<file path="config.mk">
export PLATFORM = sky130hd
export DESIGN_NAME = serial_adder_flat
export DESIGN_NICKNAME = d
export VERILOG_FILES = /design/src/rtl/serial_adder_if.sv /design/src/rtl/serial_adder.sv /design/src/flat_wrapper.sv
export SDC_FILE = /design/constraint.sdc
export NUM_CORES = 1
export LEC_CHECK = 0
export BUFFER_PORTS_ARGS = -buffer_cell sky130_fd_sc_hd__buf_2
export CELL_PAD_IN_SITES_DETAIL_PLACEMENT = 0
export CELL_PAD_IN_SITES_GLOBAL_PLACEMENT = 1
export CORE_UTILIZATION = 43
export CTS_BUF_LIST = sky130_fd_sc_hd__clkbuf_16
export CTS_CLUSTER_SIZE = 16
export DETAILED_ROUTE_END_ITERATION = 6
export MAX_ROUTING_LAYER = met4
export PLACE_DENSITY = 0.84
export SLEW_MARGIN = 15
export SYNTH_ARGS = -nofsm -noshare
export SYNTH_HDL_FRONTEND = slang
export SYNTH_SLANG_ARGS = --single-unit
</file>
<file path="constraint.sdc">
create_clock -name clk -period 1.6 [get_ports clk]
set_input_delay 0.48 -clock clk [delete_from_list [all_inputs] [get_ports clk]]
set_output_delay 0.48 -clock clk [all_outputs]
set_load 0.01 [all_outputs]
</file>
<file path="src/rtl/serial_adder_if.sv">
// Start/busy/done handshake plus operand and result bus for serial_adder.
// The master drives a request; the slave (the adder) answers with busy/done and the result.
interface serial_adder_if #(
   parameter int WIDTH = 8
);
   logic             start;
   logic [WIDTH-1:0] a;
   logic [WIDTH-1:0] b;
   logic             ci;
   logic             sub;
   logic             busy;
   logic             done;
   logic [WIDTH-1:0] s;
   logic             co;
   logic             ovf;

   modport master (
      output start, a, b, ci, sub,
      input  busy, done, s, co, ovf
   );

   modport slave (
      input  start, a, b, ci, sub,
      output busy, done, s, co, ovf
   );
endinterface

</file>
<file path="src/rtl/serial_adder.sv">
// Multi-cycle adder/subtractor: DIGIT bits per clock through a ripple slice and a
// registered carry, WIDTH/DIGIT RUN cycles per operation, result held until the next completion.
module serial_adder #(
   parameter int WIDTH = 8,
   parameter int DIGIT = 1
) (
   input  logic          clk,
   input  logic          rst_n,
   serial_adder_if.slave bus
);

   localparam int STEPS = WIDTH / DIGIT;
   localparam int CNT_W = (STEPS > 1) ? $clog2(STEPS) : 1;
   localparam logic [CNT_W-1:0] LAST_STEP = CNT_W'(STEPS - 1);

   typedef enum logic [1:0] {
      IDLE,
      RUN,
      DONE
   } state_e;

   state_e           state_q, state_d;
   logic [CNT_W-1:0] cnt_q, cnt_d;
   logic             carry_q, carry_d;
   logic [WIDTH-1:0] a_sh_q, a_sh_d;
   logic [WIDTH-1:0] b_sh_q, b_sh_d;
   logic [WIDTH-1:0] acc_q, acc_d;
   logic [WIDTH-1:0] s_q, s_d;
   logic             co_q, co_d;
   logic             ovf_q, ovf_d;

   logic [DIGIT-1:0] dig_sum;
   logic             dig_cin_msb;
   logic             dig_cout;
   logic [WIDTH-1:0] acc_next;

   // Ripple through the low DIGIT operand bits; the carry into the slice MSB is
   // kept because on the final step that bit is the word MSB and feeds ovf.
   always_comb begin : digit_slice
      logic c;
      c           = carry_q;
      dig_sum     = '0;
      dig_cin_msb = 1'b0;
      for (int i = 0; i < DIGIT; i++) begin
         dig_sum[i] = a_sh_q[i] ^ b_sh_q[i] ^ c;
         if (i == DIGIT - 1) begin
            dig_cin_msb = c;
         end
         c = (a_sh_q[i] & b_sh_q[i]) | (c & (a_sh_q[i] ^ b_sh_q[i]));
      end
      dig_cout = c;
   end

   // New digits enter at the top and shift down, so after STEPS shifts the first digit sits at bit 0.
   assign acc_next = WIDTH'({dig_sum, acc_q} >> DIGIT);

   always_comb begin : next_state
      // NOTE: every variable gets its hold value first so no path through the case infers a latch.
      state_d = state_q;
      cnt_d   = cnt_q;
      carry_d = carry_q;
      a_sh_d  = a_sh_q;
      b_sh_d  = b_sh_q;
      acc_d   = acc_q;
      s_d     = s_q;
      co_d    = co_q;
      ovf_d   = ovf_q;

      unique case (state_q)
         IDLE, DONE: begin
            if (bus.start) begin
               state_d = RUN;
               a_sh_d  = bus.a;
               b_sh_d  = bus.b ^ {WIDTH{bus.sub}};
               carry_d = bus.sub | bus.ci;
               cnt_d   = '0;
            end else begin
               state_d = IDLE;
            end
         end
         RUN: begin
            a_sh_d  = a_sh_q >> DIGIT;
            b_sh_d  = b_sh_q >> DIGIT;
            carry_d = dig_cout;
            acc_d   = acc_next;
            cnt_d   = cnt_q + CNT_W'(1);
            if (cnt_q == LAST_STEP) begin
               state_d = DONE;
               s_d     = acc_next;
               co_d    = dig_cout;
               ovf_d   = dig_cin_msb ^ dig_cout;
            end
         end
         default: begin
            state_d = IDLE;
         end
      endcase
   end

   // NOTE: the datapath registers are reset along with the FSM so an aborted operation leaves no residue.
   always_ff @(posedge clk or negedge rst_n) begin
      if (!rst_n) begin
         state_q <= IDLE;
         cnt_q   <= '0;
         carry_q <= 1'b0;
         a_sh_q  <= '0;
         b_sh_q  <= '0;
         acc_q   <= '0;
         s_q     <= '0;
         co_q    <= 1'b0;
         ovf_q   <= 1'b0;
      end else begin
         // NOTE: non-blocking assignments so every flop samples pre-edge values regardless of statement order.
         state_q <= state_d;
         cnt_q   <= cnt_d;
         carry_q <= carry_d;
         a_sh_q  <= a_sh_d;
         b_sh_q  <= b_sh_d;
         acc_q   <= acc_d;
         s_q     <= s_d;
         co_q    <= co_d;
         ovf_q   <= ovf_d;
      end
   end

   assign bus.busy = (state_q == RUN);
   assign bus.done = (state_q == DONE);
   assign bus.s    = s_q;
   assign bus.co   = co_q;
   assign bus.ovf  = ovf_q;

endmodule

</file>
<file path="src/flat_wrapper.sv">
// flat-port wrapper written by rule: the top's interface ports become plain ports
module serial_adder_flat 
#(
   parameter int WIDTH = 8,
   parameter int DIGIT = 1
)
  (clk, rst_n, bus_start, bus_a, bus_b, bus_ci, bus_sub, bus_busy, bus_done, bus_s, bus_co, bus_ovf);
  serial_adder_if #(.WIDTH(WIDTH)) bus_i ();
  input  logic clk;
  input  logic rst_n;
  input wire logic [$bits(bus_i.start)-1:0] bus_start;
  input wire logic [$bits(bus_i.a)-1:0] bus_a;
  input wire logic [$bits(bus_i.b)-1:0] bus_b;
  input wire logic [$bits(bus_i.ci)-1:0] bus_ci;
  input wire logic [$bits(bus_i.sub)-1:0] bus_sub;
  output wire logic [$bits(bus_i.busy)-1:0] bus_busy;
  output wire logic [$bits(bus_i.done)-1:0] bus_done;
  output wire logic [$bits(bus_i.s)-1:0] bus_s;
  output wire logic [$bits(bus_i.co)-1:0] bus_co;
  output wire logic [$bits(bus_i.ovf)-1:0] bus_ovf;
  assign bus_i.start = bus_start;
  assign bus_i.a = bus_a;
  assign bus_i.b = bus_b;
  assign bus_i.ci = bus_ci;
  assign bus_i.sub = bus_sub;
  assign bus_busy = bus_i.busy;
  assign bus_done = bus_i.done;
  assign bus_s = bus_i.s;
  assign bus_co = bus_i.co;
  assign bus_ovf = bus_i.ovf;
  serial_adder #(.WIDTH(WIDTH), .DIGIT(DIGIT)) u_core (.clk(clk), .rst_n(rst_n), .bus(bus_i));
endmodule
</file>
==> metrics.md <==
| Metric | Value |
|---|---|
| Outcome | finished, final reports clean |
| CP Capture Type | output pin |
| Ys Warns | 0 |
| CTS tree | built |
| Worst Clk Skew | 5.112 ps |
| RSZ-0062 raised after global routing | yes |
| DRC Markers | 0 |
| Syn nets | 147 |
| I/O Pins | 33 |
| Power Density | 2182 nW/um^2 |
| DP Cell Count | 199 |
| Clk root buf | clkbuf_16 |
| Worst hold path type | in -> async |
| Total gr overflow | 0 |
| Htree depth | 2 |
| Port buffer count | 32 |
| CTS Hold Bufs | 0 |
| CTS Sinks | 39 |
| Share of post-route cells with drive strength above 1 | 0.4025 |
| Drt first pass iters | 4 |
| Worst vdd ir | 1.001 mV |
| Largest net degree at the start of global routing | 40 |
| Die area | 4165 um^2 |
| WP buf/inv | 1 |
| Total Power | 0.004578 W |
| GPL Wtd Cong | 0.7624 |
| Clk slew on worst S/H paths | 50 ps |
| Worst setup SP type | flop |
| Crit path cell chain | nor2b_4 -> buf_2 |
| MaxCap Viol Count | 0 |
| Setup-failing EPs final | 0 |
| Vias per cell | 5.222 |
| First-pass GRT wire length | 5133 um |
| CP Data Required Time | 1120 ps |
| Non-Filler Instances | 207 |
| Critical Path Stages | 2 |
| WL final | 2986 um |
| Die Y | 64.54 um |
| Final Max Slew Viols | 0 |
| Crit path max-delay family | flip-flops |
| Final period utilization | 0.9789 |
| Clk_lat worst skew | 280 ps |
| Netlist Area Pre-Place | 1682 um^2 |
| Number of gates resized after cts | 0 |
| Fill count | 316 |
| Crit path max fanout | 5 |
| Max incr delay on CP | 420 ps |
| CTS Buf Count | 5 |
| HPWL Detailed | 2025 um |
| Fmax | 638.5 MHz |
| Pleak | 1.042 nW |
| Final Hold Viols | 0 |
| 1st-iter DRT viols | 41 |
| Synthesis-stage register bit count | 39 |
| Syn Inst Count | 123 |
| Worst Tran Pin Value | 730.9 ps |
| WL per Instance | 14.43 um |
| GRT Overall Usage | 0.1745 |
| Core area | 3716 um^2 |
| Initial antenna violation count | 0 |
| CP max-delay cell | dfrtp_1 |
| Max transition margin | 0.5122 |
| Arr. time, crit path | 1090 ps |
| Hold slack | 161.3 ps |
| Routed Antenna Nets | 0 |
| Antenna Cells | 0 |
| Mean Syn Cell Area | 13.67 um^2 |
| Post-CTS Repair Setup Buffers | 0 |
| Site Rows | 22 |
| Area growth, synth to finish | 24.78% |
| Die W | 64.54 um |
| Vias in the first global route | 1149 |
| Setup CP Type | reg -> out |
| Final min period | 1566 ps |
| Initial core utilization | 0.4525 |
| Seq/Total Area, Yosys | 0.5804 |
| Reg2reg path depth | 3 |
| Synth cell types | 23 |
| CTS max path bufs | 2 |
| Fin nets | 182 |
| Vias | 1081 |
==> cell usage in the layout (no fill, tap or decap), drive strengths merged <==
master,Yosys,final
nand2,1,1
o21ai,2,2
nand3b,1,1
ha,2,2
xor2,1,1
a22o,11,11
buf,8,37
bufinv,0,2
nand2b,1,1
xnor2,8,8
clkinvlp,0,1
mux2,17,17
nor2,10,10
nor2b,2,2
and2b,1,1
dfrtp,39,39
a21o,7,7
a221o,8,8
fa,1,1
inv,2,2
clkbuf,1,5
==> registers in the layout, summed over array words and instances, names as in the netlist <==
signal,cells
u_core.a_sh_q,8
u_core.b_sh_q,8
u_core.bus.s,8
u_core.acc_q,7
u_core.cnt_q,3
u_core.state_q,2
u_core.bus.co,1
u_core.bus.ovf,1
u_core.carry_q,1
==> area by class of cell <==
class | instances | area (um^2) | share of cell area
Tap cell | 48 | 60.06 | 0.02862
Multi-Input combinational cell | 73 | 639.4 | 0.3047
Inverter | 2 | 7.507 | 0.003578
Sequential cell | 39 | 975.9 | 0.4651
Clock inverter | 3 | 67.56 | 0.03220
Clock buffer | 5 | 125.1 | 0.05963
Timing Repair Buffer | 37 | 222.7 | 0.1061
==> worst register-to-register path, stage by stage (launching register included) <==
cell and delay (ps):
dfrtp_1 430, nor2b_4 170, nor2_2 580, mux2_2 280
==> routing by layer <==
layer  vias to the layer above  GRT usage  routed length (um)
li1                        505          -                   -
met1                       538     0.1890                1320
met2                        32     0.2816                1452
met3                         6    0.07218                 151
met4                         0    0.07500                  61
met5                         -          -                   0
==> cell usage after synthesis <==
master,instances,area [um^2]
nand2b_1,1,6.260
a21o_1,7,52.55
inv_1,2,7.510
nand3b_1,1,7.510
xor2_1,1,8.760
dfrtp_1,39,975.9
xnor2_1,8,70.07
buf_4,1,7.510
fa_1,1,20.02
mux2_2,17,191.4
o21ai_0,2,10.01
nor2b_1,1,6.260
nor2b_4,1,13.76
a22o_1,11,96.34
nor2_1,9,33.78
nor2_2,1,6.260
ha_1,2,25.02
buf_2,5,25.02
a221o_1,8,80.08
buf_6,2,22.52
nand2_1,1,3.750
and2b_1,1,7.510
clkbuf_1,1,3.750
==> logic make-up after synthesis <==
logic type,count (synthesis),share of synthesized area
simple gates,16,0.05060
fa+ha+maj,3,0.02678
compound gates,28,0.1421
buf+inv,11,0.03943
flops,39,0.5804
mux,17,0.1138
xor+xnor,9,0.04688
==> report_power, final <==
part	internal [W]	total, W	switching, W
Sequential	0.00146	0.00176	0.000296
Combinational	0.000871	0.00155	0.000681
Clock	0.000892	0.00127	0.000374
==> stage by stage <==
step                      TNS [ps]  area [um^2]  worst slack (ps)    util
after floorplan                  0         1682             77.43       -
after detailed placement    -429.5         1906            -68.02  0.5128
after global placement      -6.672         1906            -6.672  0.5128
final                            0         2098             33.80  0.5646
after global routing        -40.35         2098            -24.85  0.5646
after CTS                        0         2098             27.17  0.5646
==> final timing paths <==
kind | startpoint | endpoint | slack (ps)
max in group asynchronous | rst_n | u_core.cnt_q[2] | 1250
min | rst_n | u_core.bus.ovf | 160
min reg2reg | u_core.a_sh_q[3] | u_core.a_sh_q[3] | 480
min in group clk | bus_a[7] | u_core.a_sh_q[7] | 430
max reg2reg | u_core.state_q[0] | u_core.cnt_q[0] | 70
max | u_core.state_q[0] | bus_busy | 30
No activity file was read; power rests on OpenSTA's default activity.
